--- config.mk ---
export PLATFORM = sky130hd
export DESIGN_NAME = mem_access_ctrl_flat
export DESIGN_NICKNAME = d
export VERILOG_FILES = /design/src/rtl/mem_access_ctrl_if.sv /design/src/rtl/mem_access_ctrl.sv /design/src/flat_wrapper.sv
export SDC_FILE = /design/constraint.sdc
export NUM_CORES = 1
export LEC_CHECK = 0
export ABC_CLOCK_PERIOD_IN_PS = 4700
export BUFFER_PORTS_ARGS = -buffer_cell sky130_fd_sc_hd__buf_2
export CELL_PAD_IN_SITES_DETAIL_PLACEMENT = 1
export CELL_PAD_IN_SITES_GLOBAL_PLACEMENT = 1
export CORE_UTILIZATION = 35
export DETAILED_ROUTE_END_ITERATION = 16
export PLACE_DENSITY_LB_ADDON = 0.1
export RECOVER_POWER = 50
export REMOVE_ABC_BUFFERS = 1
export SETUP_SLACK_MARGIN = 0.02
export SYNTH_ARGS = -nofsm -noshare
export SYNTH_HDL_FRONTEND = slang
export SYNTH_SLANG_ARGS = --single-unit
--- constraint.sdc ---
create_clock -name clk_i -period 4.7 [get_ports clk_i]
set_clock_uncertainty 0.05 [all_clocks]
set_input_delay 0.94 -clock clk_i [delete_from_list [all_inputs] [get_ports clk_i]]
set_output_delay 0.94 -clock clk_i [all_outputs]
set_load 0.005 [all_outputs]
--- src/rtl/mem_access_ctrl_if.sv ---
// ---------------------------------------------------------------------------
// mem_access_ctrl_if
// Request/acknowledge bus between the MEM-stage access controller and the
// variable-latency data memory.
//
// Signals:
//   mem_req_o    controller -> memory  request, held until completion
//   mem_we_o     controller -> memory  1 = write, 0 = read
//   mem_addr_o   controller -> memory  word-aligned byte address
//   mem_wdata_o  controller -> memory  store data
//   mem_ack_i    memory -> controller  single-cycle completion pulse
//   mem_rdata_i  memory -> controller  load data, valid with mem_ack_i
//
// Modports:
//   master  the access controller
//   slave   the data memory
// ---------------------------------------------------------------------------
interface mem_access_ctrl_if;
    logic        mem_req_o;
    logic        mem_we_o;
    logic [31:0] mem_addr_o;
    logic [31:0] mem_wdata_o;
    logic        mem_ack_i;
    logic [31:0] mem_rdata_i;

    modport master (
        output mem_req_o,
        output mem_we_o,
        output mem_addr_o,
        output mem_wdata_o,
        input  mem_ack_i,
        input  mem_rdata_i
    );

    modport slave (
        input  mem_req_o,
        input  mem_we_o,
        input  mem_addr_o,
        input  mem_wdata_o,
        output mem_ack_i,
        output mem_rdata_i
    );
endinterface

--- src/rtl/mem_access_ctrl.sv ---
// ---------------------------------------------------------------------------
// mem_access_ctrl
// MEM-stage access controller sitting after the EX/MEM pipeline register.
// Turns a registered load/store request into a req/ack transaction with a
// variable-latency data memory, freezes the pipeline through stall_o while
// the access is outstanding, and hands load data to the MEM/WB register.
//
// Optional feature macro: MEM_TIMEOUT_EN
//   defined   - a BUSY-cycle counter aborts an access that is not acked
//               within TIMEOUT_CYCLES cycles and pulses timeout_o
//   undefined - BUSY waits for the ack indefinitely, timeout_o is tied 0
//
// Parameters:
//   TIMEOUT_CYCLES  maximum BUSY cycles before abort (MEM_TIMEOUT_EN only)
//
// Ports:
//   clk_i          clock
//   rst_i          asynchronous active-high reset
//   MemRead_i      load request from EX/MEM
//   MemWrite_i     store request from EX/MEM (wins over MemRead_i)
//   addr_i         byte address (ALU result) from EX/MEM
//   wdata_i        store data (RS2) from EX/MEM
//   stall_o        combinational pipeline freeze
//   rdata_o        load data to MEM/WB, held until the next load completes
//   rdata_valid_o  one-cycle pulse when rdata_o carries new load data
//   misalign_o     one-cycle pulse when an access is dropped as misaligned
//   timeout_o      one-cycle pulse when an access is aborted
//   mem            memory bus, master side
// ---------------------------------------------------------------------------
module mem_access_ctrl #(
    parameter int unsigned TIMEOUT_CYCLES = 64
) (
    input  logic              clk_i,
    input  logic              rst_i,
    input  logic              MemRead_i,
    input  logic              MemWrite_i,
    input  logic [31:0]       addr_i,
    input  logic [31:0]       wdata_i,
    output logic              stall_o,
    output logic [31:0]       rdata_o,
    output logic              rdata_valid_o,
    output logic              misalign_o,
    output logic              timeout_o,
    mem_access_ctrl_if.master mem
);

    typedef enum logic [1:0] {
        IDLE = 2'd0,
        BUSY = 2'd1,
        DONE = 2'd2
    } state_t;

    state_t state_q;
    state_t state_d;

    logic acc;
    logic aligned;
    logic start_acc;
    logic drop_acc;
    logic ack_done;
    logic abort_acc;
    logic cnt_expired;

    // A zero limit would leave the counter compare meaningless.
    if (TIMEOUT_CYCLES == 0) begin : g_bad_timeout
        $error("mem_access_ctrl: TIMEOUT_CYCLES must be at least 1");
    end

    assign acc     = MemRead_i | MemWrite_i;
    assign aligned = (addr_i[1:0] == 2'b00);

`ifdef MEM_TIMEOUT_EN
    localparam int unsigned CNT_W = (TIMEOUT_CYCLES > 1) ? $clog2(TIMEOUT_CYCLES) : 1;

    logic [CNT_W-1:0] busy_cnt;

    // busy_cnt holds the index of the current BUSY cycle (0 in the first one),
    // so the last allowed cycle is TIMEOUT_CYCLES-1.
    assign cnt_expired = (busy_cnt == CNT_W'(TIMEOUT_CYCLES - 1));

    always_ff @(posedge clk_i or posedge rst_i) begin
        if (rst_i) begin
            busy_cnt  <= '0;
            timeout_o <= 1'b0;
        end else begin
            timeout_o <= abort_acc;
            if (start_acc) begin
                busy_cnt <= '0;
            end else if (state_q == BUSY) begin
                busy_cnt <= busy_cnt + 1'b1;
            end
        end
    end
`else
    assign cnt_expired = 1'b0;
    assign timeout_o   = 1'b0;
`endif

    // State register.
    always_ff @(posedge clk_i or posedge rst_i) begin
        if (rst_i) begin
            state_q <= IDLE;
        end else begin
            state_q <= state_d;
        end
    end

    // Next state and stall. stall_o rises in the detect cycle itself so the
    // pipeline never advances past an access that is about to start.
    // An ack takes priority over an expiring counter in the same cycle.
    always_comb begin
        state_d   = state_q;
        stall_o   = 1'b0;
        start_acc = 1'b0;
        drop_acc  = 1'b0;
        ack_done  = 1'b0;
        abort_acc = 1'b0;
        case (state_q)
            IDLE: begin
                if (acc) begin
                    if (aligned) begin
                        stall_o   = 1'b1;
                        start_acc = 1'b1;
                        state_d   = BUSY;
                    end else begin
                        drop_acc = 1'b1;
                    end
                end
            end
            BUSY: begin
                stall_o = 1'b1;
                if (mem.mem_ack_i) begin
                    ack_done = 1'b1;
                    state_d  = DONE;
                end else if (cnt_expired) begin
                    abort_acc = 1'b1;
                    state_d   = DONE;
                end
            end
            // DONE lets the pipeline advance and never starts an access, so
            // the EX/MEM contents still present this cycle are not replayed.
            DONE: begin
                state_d = IDLE;
            end
            default: begin
                state_d = IDLE;
            end
        endcase
    end

    // Registered bus and result outputs. Request fields are captured once
    // at start and stay frozen for the whole BUSY period.
    always_ff @(posedge clk_i or posedge rst_i) begin
        if (rst_i) begin
            mem.mem_req_o   <= 1'b0;
            mem.mem_we_o    <= 1'b0;
            mem.mem_addr_o  <= 32'h0;
            mem.mem_wdata_o <= 32'h0;
            rdata_o         <= 32'h0;
            rdata_valid_o   <= 1'b0;
            misalign_o      <= 1'b0;
        end else begin
            rdata_valid_o <= 1'b0;
            misalign_o    <= 1'b0;
            if (start_acc) begin
                mem.mem_req_o   <= 1'b1;
                mem.mem_we_o    <= MemWrite_i;
                mem.mem_addr_o  <= {addr_i[31:2], 2'b00};
                mem.mem_wdata_o <= wdata_i;
            end
            if (drop_acc) begin
                misalign_o <= 1'b1;
            end
            if (ack_done) begin
                mem.mem_req_o <= 1'b0;
                if (!mem.mem_we_o) begin
                    rdata_o       <= mem.mem_rdata_i;
                    rdata_valid_o <= 1'b1;
                end
            end
            if (abort_acc) begin
                mem.mem_req_o <= 1'b0;
            end
        end
    end

endmodule
--- src/flat_wrapper.sv ---
// flat-port wrapper written by rule: the top's interface ports become plain ports
module mem_access_ctrl_flat 
#(
    parameter int unsigned TIMEOUT_CYCLES = 64
)
  (clk_i, rst_i, MemRead_i, MemWrite_i, addr_i, wdata_i, stall_o, rdata_o, rdata_valid_o, misalign_o, timeout_o, mem_mem_req_o, mem_mem_we_o, mem_mem_addr_o, mem_mem_wdata_o, mem_mem_ack_i, mem_mem_rdata_i);
  mem_access_ctrl_if mem_i ();
  input  logic clk_i;
  input  logic rst_i;
  input  logic MemRead_i;
  input  logic MemWrite_i;
  input  logic [31:0] addr_i;
  input  logic [31:0] wdata_i;
  output logic stall_o;
  output logic [31:0] rdata_o;
  output logic rdata_valid_o;
  output logic misalign_o;
  output logic timeout_o;
  output wire logic [$bits(mem_i.mem_req_o)-1:0] mem_mem_req_o;
  output wire logic [$bits(mem_i.mem_we_o)-1:0] mem_mem_we_o;
  output wire logic [$bits(mem_i.mem_addr_o)-1:0] mem_mem_addr_o;
  output wire logic [$bits(mem_i.mem_wdata_o)-1:0] mem_mem_wdata_o;
  input wire logic [$bits(mem_i.mem_ack_i)-1:0] mem_mem_ack_i;
  input wire logic [$bits(mem_i.mem_rdata_i)-1:0] mem_mem_rdata_i;
  assign mem_mem_req_o = mem_i.mem_req_o;
  assign mem_mem_we_o = mem_i.mem_we_o;
  assign mem_mem_addr_o = mem_i.mem_addr_o;
  assign mem_mem_wdata_o = mem_i.mem_wdata_o;
  assign mem_i.mem_ack_i = mem_mem_ack_i;
  assign mem_i.mem_rdata_i = mem_mem_rdata_i;
  mem_access_ctrl #(.TIMEOUT_CYCLES(TIMEOUT_CYCLES)) u_core (.clk_i(clk_i), .rst_i(rst_i), .MemRead_i(MemRead_i), .MemWrite_i(MemWrite_i), .addr_i(addr_i), .wdata_i(wdata_i), .stall_o(stall_o), .rdata_o(rdata_o), .rdata_valid_o(rdata_valid_o), .misalign_o(misalign_o), .timeout_o(timeout_o), .mem(mem_i));
endmodule
# After elaboration in Yosys (flattened, before gate mapping)
# Index checks and enable logic that the tools add are counted.
# Widths: inputs -> output; s select.
# op_classes
addsub,0
div_mod_pow,0
bitwise,2
muxes,18
reduce_logical,5
n_mul,0
n_eq_ne,4
shifts,0
n_lt_le_gt_ge,0
# ops
operator,count
$mux 1,13
$mux 2,3
$logic_not 2->1,2
$ne 2x1->1 const B,2
$pmux 2 s2,1
$reduce_and 3->1,1
$eq 2x1->1 const B,1
$ne 2x2->1 const B,1
$pmux 1 s2,1
$reduce_and 2->1,1
$reduce_bool 2->1,1
$not 1->1,1
$or 1x1->1,1
# totals
mem_bits_ro,0
latchBits,0
ramBits,0
n_memories,0
ff_bits,100
output_inout_bits,102
in_bits,101
word_cells,37

# Logic depth before layout (Yosys ltp)
# Gate-level depths: netlist of run 1.
# depth
depth_word,6
ltp_mapped,5
ltp_nobuf,3

# Worst setup path after synthesis of run 1
# Ideal clock, no wire load.
# synth_timing
path_kind,in2out
start,input addr_i[1]
end,output stall_o
path_buffers,2
slack_ns,1.826
path_stages,5
required_ns,3.710
arrival_time_ns,1.884
path_cell_list,nor2_1 or4b_4 buf_6 buf_6 nand2_1
# synth_via
elab_chain_len,4
# synth_rtl
element,line_no,text
start: declaration,flat_wrapper.sv:12,input logic [31:0] addr_i;
$logic_not 2->1,mem_access_ctrl.sv:70,assign aligned = (addr_i[1:0] == 2'b00);
$mux 1,mem_access_ctrl.sv:121,if (aligned) begin
$mux 1,mem_access_ctrl.sv:120,if (acc) begin
$pmux 1 s2,mem_access_ctrl.sv:118,case (state_q)
end: declaration,flat_wrapper.sv:14,output logic stall_o;
# Every way passes these cells.

==> key figures, run 1 <==
Synth
  • Syn Inst Count: 222
  • Synthesized flop and latch total: 100
  • Yosys cell types: 16
  • YS warnings: 0
  • Cell area after synthesis: 3890 um^2
  • Avg Synthesized Cell Area: 17.5 um^2
  • Register area share after synthesis: 0.644

Layout
  • FF/Latch Area: 2500 um^2
  • Finished Cell Area: 5140 um^2
  • Area added between synthesis and finish: 32.2%
  • Fill count: 1184
  • Layout cell share with drive strength beyond 1: 0.667
  • Final #Nets: 525
  • Multi-input gate area: 1280 um^2
  • Post-route insts no fill: 570
  • Post-layout util: 0.474

Worst setup path
  • Slowest-stage cell, CP: clkinvlp_2
  • CP Class: input port to async pin
  • CP Capture Type: async pin
  • Critical Path RT: 5140 ps
  • Worst path cell trace: buf_2 -> clkinvlp_2 -> buf_4
  • Critical Path Fanout Max: 68
  • Worst EP arrival: 3400 ps
  • Crit path launch type: input port
  • Worst path max stage delay: 1680 ps

Timing
  • Worst Max-Slew Pin Slew: 3000 ps
  • Final setup TNS: 0 ps
  • Final setup vio count: 0
  • Crit path time final: 2970 ps
  • Final Max Tran Viols: 103
  • Tcrit/Tclk final: 0.631
  • Max_slew headroom: -1.01
  • FMAX: 0.337 GHz
  • RSZ-0062 raised after global routing: false
  • Fin. Hold Viols: 0

CTS
  • Clock buffer count from CTS: 9
  • Clk Latency, worst-skew pair: 350 ps
  • TritonCTS Sinks: 100
  • Number of H-tree levels: 3
  • Post-CTS setup buffers: 0
  • Clk root buf: clkbuf_8
  • Quantity of gates resized following cts: 0
  • Max clock buf depth: 2
  • Clock transition at path regs: 80 ps
  • CTS hold repair buffers: 0
  • CTS tree: built

Power and ir drop
  • Maximum vdd drop: 0.000182 V
  • Pleak: 0.00264 uW
  • Power density cells: 509 nW/um^2
  • Final Power: 2610 uW

Route
  • DRC: 0
  • DR vias/cell: 4.51
  • Final ANT Viol Nets: 0
  • Wire per inst: 15.7 um
  • Routed Wire Length: 8940 um
  • Vias: 2569
  • Detailed Route Iter0 Violations: 59
  • Drt pass-1 iters: 4

Place
  • DP Wirelength: 6450 um
  • Port Buf Inserts: 199
  • Routability congestion estimate: 0.676
  • Placed Instances: 553
  • Placed inst area: 4990 um^2

Status
  • Failing checks: capacitance limit, slew limit
  • Result of the run: finished with violations

Flow run
  • Max-Cap Viols: 2

Die
  • Initial Util: 0.359
  • Width of the die: 107 um
  • Die area: 11500 um^2
  • Rows: 38
  • Core box area: 10800 um^2
  • Top-level I/O count: 203
  • Die extent in y: 107 um

GRT
  • First-pass GRT wire length: 14200 um
  • Total Routing Usage GR: 0.162
  • Vias in the first global route: 2740
  • Global route overflow: 0
  • Largest net degree at the start of global routing: 69
  • Initial antenna violation count: 1

Hold path
  • HP Class: flop to flop
per-stage QoR:
stage	hold slack [ps]	setup WS [ps]
after detailed placement	439	1870
after floorplan	390	1090
final	457	1730
after global placement	433	1900
after global routing	476	1230
after CTS	463	1860
path summary, 6_finish.rpt:
check	from	to	slack [ps]	cells past startpoint
min	u_core.mem.mem_addr_o[7]$_DFFE_PP0P_	u_core.mem.mem_addr_o[7]$_DFFE_PP0P_	460	1
min reg2reg	u_core.mem.mem_addr_o[7]$_DFFE_PP0P_	u_core.mem.mem_addr_o[7]$_DFFE_PP0P_	460	1
min in group asynchronous	rst_i	u_core.mem.mem_addr_o[20]$_DFFE_PP0P_	1370	2
max reg2reg	u_core.state_q[1]$_DFFE_PP0P_	u_core.rdata_o[17]$_DFFE_PP0P_	2090	4
max in group clk_i	addr_i[1]	stall_o	1830	5
max	rst_i	u_core.rdata_o[29]$_DFFE_PP0P_	1730	3
registers in the layout (all words and copies together) (netlist names):
signal                  cells
u_core.mem.mem_addr_o      30
u_core.mem.mem_req_o        1
u_core.mem.mem_wdata_o     32
u_core.mem.mem_we_o         1
u_core.misalign_o           1
u_core.rdata_o             32
u_core.rdata_valid_o        1
u_core.state_q              2
report_power, final:
group          switching [uW]  internal (uW)  leakage (uW)
clock network             286            247     0.0000866
registers                 145           1160       0.00119
logic                     298            482       0.00136
synthesized netlist by cell type, drive strengths merged:
cell type	n	area [um^2]
inv	3	11.3
nor2	3	11.3
nand3b	1	7.51
or4b	1	13.8
conb	1	3.75
nand2b	1	6.26
a21oi	1	5.00
o21ai	1	5.00
nand2	1	3.75
buf	13	104
nor4	1	6.26
mux2	95	1210
dfrtp	100	2500
metal layers:
metal	wire, um	vias to the layer above	global-route usage	part of all wire
met4	179	0	0.0841	0.020
li1	-	1167	-	-
met3	899	13	0.0545	0.10
met1	3850	1267	0.205	0.43
met2	4010	122	0.246	0.45
met5	0	-	0	0
critical path, delay by kind of cell:
kind,cells,cell delay [ps]
buffers and inverters,3,2400
layout by cell type, fill, tap and decap left out, drive strengths merged, types with 2 or more instances in the layout:
cell type  synthesis  routed
conb               1       3
nor2               3       3
clkbuf             0      37
mux2              95      95
buf               13     177
dfrtp            100     100
clkinvlp           0       3
inv                3       2
logic make-up (layout without fill, tap and decap cells):
kind of cell	count (synthesis)	count (layout)	synth area share
AND/OR/NAND/NOR	8	8	0.0125
other	1	4	0.000964
multiplexers	95	95	0.311
buffers and inverters	16	221	0.0296
flip-flops	100	100	0.644
AO/OA/AOI/OAI	2	2	0.00257
layout make-up:
class / instances / area share
repair buffers: 202 / 0.192
flip-flops and latches: 100 / 0.487
clock inverters: 4 / 0.00974
well taps: 140 / 0.0341
diodes: 1 / 0.000487
inverters: 3 / 0.00243
clock buffers: 12 / 0.0263
multi-input cells: 108 / 0.249
Note: power is estimated with default switching activity, not from simulation.
==> inputs of run 2 (changes only) <==
ABC_AREA = 1   (was not set)
ABC_CLOCK_PERIOD_IN_PS = 2900   (was 4700)
CORE_UTILIZATION = 33   (was 35)
clock period = 2.9 ns   (was 4.7 ns; I/O delays follow)
==> key figures, run 2 <==
Place
  • Port Buf Inserts: 199
  • Placed Instances: 786
  • Placed inst area: 5230 um^2
  • Routability congestion estimate: 0.715
  • DP Wirelength: 8330 um

Route
  • Routed Wire Length: 12900 um
  • DR vias/cell: 4.90
  • Detailed Route Iter0 Violations: 297
  • DRC: 0
  • Drt pass-1 iters: 4
  • Final ANT Viol Nets: 0
  • Wire per inst: 16.1 um
  • Vias: 3926

Worst setup path
  • Crit path max-delay family: buffers and inverters
  • CP Class: input port to flop
  • Critical Path RT: 3050 ps
  • Crit path launch type: input port
  • Critical Path Fanout Max: 34
  • CP Capture Type: flop
  • Worst path cell trace: buf_2 -> clkbuf_1 -> inv_1 -> o21ai_0 -> nand2_1
  • Buf+Inv Stages, Crit Path: 3
  • Worst path max stage delay: 1140 ps
  • Slowest-stage cell, CP: clkbuf_1
  • Worst EP arrival: 2250 ps
  • Register-to-register setup slack: 900 ps

Synth
  • YS warnings: 0
  • Synthesized flop and latch total: 100
  • Top cell type's share of synthesized area: 0.599
  • Most common cell in the netlist: nand2_1
  • Yosys cell types: 15
  • Cell area after synthesis: 4180 um^2
  • Syn Inst Count: 452
  • Cell taking the most area after synthesis: dfrtp_1
  • Most common library cells after synthesis: nand2_1 (195), dfrtp_1 (100), nand4_1 (95)
  • Post-synth ARST share: 1.00
  • Register area share after synthesis: 0.599
  • Avg Synthesized Cell Area: 9.25 um^2
  • Synth area leaders: dfrtp_1 (60%), nand2_1 (18%), nand4_1 (14%)
  • Main synth FF type: dfrtp_1
  • Post-synth EDFFs: 0

GRT
  • Initial antenna violation count: 0
  • Vias in the first global route: 3993
  • Largest net degree at the start of global routing: 66
  • Global route overflow: 0
  • First-pass GRT wire length: 20900 um
  • Total Routing Usage GR: 0.205

Die
  • Initial Util: 0.344
  • Core box area: 12200 um^2
  • Top-level I/O count: 203
  • Rows: 40
  • Die extent in y: 115 um
  • Die area: 13100 um^2
  • Width of the die: 115 um

Timing
  • Crit path time final: 2100 ps
  • Tcrit/Tclk final: 0.726
  • RSZ-0062 raised after global routing: false
  • Final Max Tran Viols: 70
  • Final setup vio count: 0
  • FMAX: 0.475 GHz
  • Max_slew headroom: -0.119
  • Worst Max-Slew Pin Slew: 1670 ps
  • Fin. Hold Viols: 0

CTS
  • Max clock buf depth: 2
  • Post-CTS setup buffers: 0
  • Clock buffer count from CTS: 9
  • CTS hold repair buffers: 0
  • Clock transition at path regs: 70 ps
  • CTS tree: built
  • Clk Latency, worst-skew pair: 330 ps
  • Quantity of gates resized following cts: 0
  • TritonCTS Sinks: 100
  • Clk root buf: clkbuf_16
  • Number of H-tree levels: 3

Layout
  • Final #Nets: 730
  • Layout cell share with drive strength beyond 1: 0.321
  • Most frequent cells in the layout: nand2_1 (194), buf_2 (176), dfrtp_1 (100), nand4_1 (95), clkbuf_1 (27)
  • Area added between synthesis and finish: 31.2%
  • Biggest regs: u_core.mem.mem_wdata_o (32), u_core.rdata_o (32), u_core.mem.mem_addr_o (30)
  • Fill count: 1497
  • Ant diodes: 0
  • Most common cell after layout, fill and taps aside: nand2_1
  • Post-route insts no fill: 801
  • Finished Cell Area: 5480 um^2

Power and ir drop
  • Maximum vdd drop: 0.000284 V
  • Pleak: 0.00307 uW
  • Power density cells: 804 nW/um^2

Status
  • Result of the run: finished with violations
  • Failing checks: capacitance limit, slew limit

Hold path
  • HP Class: flop to flop

Flow run
  • Max-Cap Viols: 2
-- run 2: changes by cell type after synthesis, moves of 5 or more --
cell,change
buf_4,+6
mux2_2,-58
mux2_4,-37
nand4_1,+95
buf_2,+24
nand2_1,+194
inv_1,+5
-- run 2: worst paths after layout --
kind	cells after the start	endpoint	start
setup reg to reg	6	u_core.rdata_o[12]$_DFFE_PP0P_	u_core.state_q[0]$_DFFE_PP0P_
hold reg to reg	2	u_core.rdata_o[3]$_DFFE_PP0P_	u_core.rdata_o[3]$_DFFE_PP0P_
hold / removal	2	u_core.rdata_o[3]$_DFFE_PP0P_	u_core.rdata_o[3]$_DFFE_PP0P_
setup / recovery	5	u_core.mem.mem_req_o$_DFFE_PP0P_	mem_mem_ack_i
min in group asynchronous	2	u_core.mem.mem_wdata_o[20]$_DFFE_PP0P_	rst_i
max in group asynchronous	3	u_core.mem.mem_wdata_o[24]$_DFFE_PP0P_	rst_i
-- run 2: cell type report --
class | instances | area, um^2 | share of cell area
Tap cell | 168 | 210 | 0.0383
Timing Repair Buffer | 208 | 1040 | 0.190
Multi-Input combinational cell | 302 | 1410 | 0.257
Clock buffer | 13 | 250 | 0.0457
Clock inverter | 2 | 35.0 | 0.00639
Sequential cell | 100 | 2500 | 0.457
Inverter | 8 | 31.3 | 0.00571
-- run 2: tightest hold or removal path, cell delays in order (launching register included) --
cell and delay, ps:
dfrtp_1 340, nand2_1 50, nand2_1 40
-- run 2: layer usage --
layer  GRT usage  vias to the layer above  share of wire
li1            -                     1866              -
met1       0.283                     1909           0.44
met2       0.315                      147           0.47
met3      0.0609                        4          0.085
met4      0.0494                        0         0.0041
met5           0                        -              0
-- run 2: cells by family (layout without fill, tap and decap cells) --
logic type,count (synthesis),in the layout,share of synthesized area
flops,100,100,0.599
simple gates,297,297,0.327
other cells,1,3,0.000897
compound gates,2,2,0.00240
buf+inv,52,231,0.0707
-- run 2: power by group --
| group | internal (uW) | switching, uW | total (uW) |
|---|---|---|---|
| Sequential | 1820 | 236 | 2060 |
| Clock | 688 | 487 | 1170 |
| Combinational | 504 | 673 | 1180 |
| Total | 3010 | 1400 | 4410 |
-- run 2: through the flow --
stage	setup slack, ps	setup TNS (ps)	hold WS [ps]	utilization	power, uW
final	795	0	415	0.451	4410
after CTS	867	0	226	0.454	4510
after floorplan	-2540	-173040	415	-	2570
after global placement	972	0	399	0.430	3250
after detailed placement	881	0	406	0.430	3300
after global routing	604	0	430	0.451	4740
==> inputs of run 3 (changes only) <==
ABC_CLOCK_PERIOD_IN_PS = 1700   (was 2900)
CORE_UTILIZATION = 30   (was 33)
clock period = 1.7 ns   (was 2.9 ns; I/O delays follow)
==> key figures, run 3 (synthesis gave the netlist of run 2 again) <==
Route
  • Met3 wire len: 1160 um
  • Final ANT Viol Nets: 0
  • DR vias/cell: 4.84
  • Met1 WL: 5810 um
  • Uppermost routed layer: met5
  • Detailed Route Iter0 Violations: 181
  • Wire per inst: 16.3 um
  • Metal2 WL: 6230 um
  • Vias: 3980
  • DRC: 0
  • Routed Wire Length: 13400 um
  • Drt pass-1 iters: 5

CTS
  • TritonCTS Sinks: 100
  • Max clock buf depth: 2
  • Clock buffer count from CTS: 9
  • Clk Latency, worst-skew pair: 340 ps
  • Number of H-tree levels: 3
  • Clk root buf: clkbuf_16
  • CTS tree: built
  • Clock transition at path regs: 60 ps

Worst setup path
  • Critical Path Fanout Max: 3
  • Crit path max-delay family: flip-flops
  • FF-to-FF Start: u_core.state_q[1]$_DFFE_PP0P_
  • Worst path max stage delay: 420 ps
  • Critical path startpoint: u_core.state_q[0]$_DFFE_PP0P_
  • CP Class: flop to output pin
  • Worst EP arrival: 1220 ps
  • CP Capture Type: output pin
  • R2r endpoint: u_core.rdata_o[19]$_DFFE_PP0P_
  • Worst path cell trace: nor2_4 -> nand3_2 -> nand2_1 -> buf_2
  • Buf+Inv Stages, Crit Path: 1
  • R2R depth: 6
  • Slowest-stage cell, CP: dfrtp_1
  • CP endpoint: stall_o
  • Critical Path RT: 1310 ps
  • Crit path launch type: flop
  • Levels on crit path: 4
  • Register-to-register setup slack: 220 ps

Power and ir drop
  • Pleak: 0.00316 uW
  • Maximum vdd drop: 0.000505 V
  • Sw Share: 0.318
  • Power density cells: 1360 nW/um^2
  • Part of the power in registers: 0.457
  • Clock power share: 0.270
  • Sw power: 2430 uW
  • Logic pwr share: 0.273
  • Pint: 5200 uW

Die
  • Rows: 42
  • Core box area: 13400 um^2
  • Initial Util: 0.312
  • Width of the die: 120 um
  • Die area: 14400 um^2
  • Top-level I/O count: 203
  • Die extent in y: 120 um

GRT
  • Total Routing Usage GR: 0.192
  • Initial antenna violation count: 2
  • Global route overflow: 0
  • Vias in the first global route: 4095
  • First-pass GRT wire length: 21500 um
  • Largest net degree at the start of global routing: 65

Place
  • Routability congestion estimate: 0.741
  • Placed inst area: 5360 um^2
  • DP Wirelength: 9120 um
  • Pre-CTS setup slack: 193 ps
  • Port Buf Inserts: 199

Hold path
  • HP Class: input port to flop

Layout
  • Area added between synthesis and finish: 34.3%
  • Ant diodes: 0
  • Layout cell share with drive strength beyond 1: 0.347
  • Final #Nets: 742
  • Most common cell after layout, fill and taps aside: nand2_1
  • Finished Cell Area: 5610 um^2
  • Most frequent cells in the layout: nand2_1 (194), buf_2 (183), dfrtp_1 (99), nand4_1 (95), clkbuf_1 (18)
  • Biggest regs: u_core.mem.mem_wdata_o (32), u_core.rdata_o (32), u_core.mem.mem_addr_o (30)

Timing
  • Worst Max-Slew Pin Slew: 633 ps
  • Final setup TNS: 0 ps
  • Crit path time final: 1610 ps
  • Max_slew headroom: 0.578
  • Tcrit/Tclk final: 0.950
  • RSZ-0062 raised after global routing: false
  • Final setup vio count: 0
  • Final Max Tran Viols: 0
  • FMAX: 0.619 GHz
  • Fin. Hold Viols: 0
  • Setup ws final: 85.1 ps

Flow run
  • Max-Cap Viols: 0

Status
  • Result of the run: completed
==> run 3: changes by cell type in the layout (fill, tap and decap cells not counted), sizes merged <==
cell         change
buf             +14
bufinv           -1
clkinv           -1
clkinvlp         -1
dlygate4sd3      +1
inv              +1
==> run 3: worst min-delay path: cells and delay by family <==
kind	cells	cell delay (ps)
buf+inv	1	70
simple gates	2	140
==> run 3: final cells by class <==
type                       instances  area [um^2]
multi-input combinational        302         1410
tap                              176          220
timing repair buffer             220         1150
sequential                       100         2500
fill                            1646         7790
clock buffer                      16          302
inverter                           8         30.0
==> run 3: timing repair <==
action,4_1_cts,5_1_grt
resized for setup,1,0
endpoints found under the hold margin,22,0
setup endpoints to repair,1,1
pin swaps,0,1
buffers inserted,0,1
hold buffers,1,0
==> run 3: worst min path at each step <==
stage	from	to	slack, ps	cells past startpoint
after floorplan	mem_mem_ack_i	u_core.state_q[0]$_DFFE_PP0P_	400	1
after global routing	wdata_i[7]	u_core.mem.mem_wdata_o[7]$_DFFE_PP0P_	190	3
final	wdata_i[3]	u_core.mem.mem_wdata_o[3]$_DFFE_PP0P_	190	3
after global placement	rst_i	u_core.rdata_o[9]$_DFFE_PP0P_	300	2
after detailed placement	rst_i	u_core.rdata_o[9]$_DFFE_PP0P_	310	2
after CTS	wdata_i[30]	u_core.mem.mem_wdata_o[30]$_DFFE_PP0P_	180	3
==> run 3: metrics by stage <==
step           hold WS (ps)   util  cells  power (uW)
2_1_floorplan           399      -    410        4390
3_3_place_gp            304  0.400    804        5630
3_5_place_dp            309  0.400    804        5700
4_1_cts                 178  0.423    821        7820
5_1_grt                 194  0.419    822        8180
6_report                190  0.419    822        7630
==> run 3: power groups by stage <==
| stage | sequential (uW) | combinational [uW] | clock (uW) |
|---|---|---|---|
| after floorplan | 3580 | 803 | 0 |
| after global placement | 3500 | 2120 | 0 |
| after detailed placement | 3510 | 2190 | 0 |
| after CTS | 3490 | 2190 | 2130 |
| after global routing | 3600 | 2380 | 2200 |
| final | 3490 | 2080 | 2060 |
==> run 3: layer usage <==
metal  GRT usage  vias to the layer above
met3      0.0585                       13
met1       0.245                     1922
met5           0                        -
li1            -                     1893
met4      0.0711                        4
met2       0.306                      148
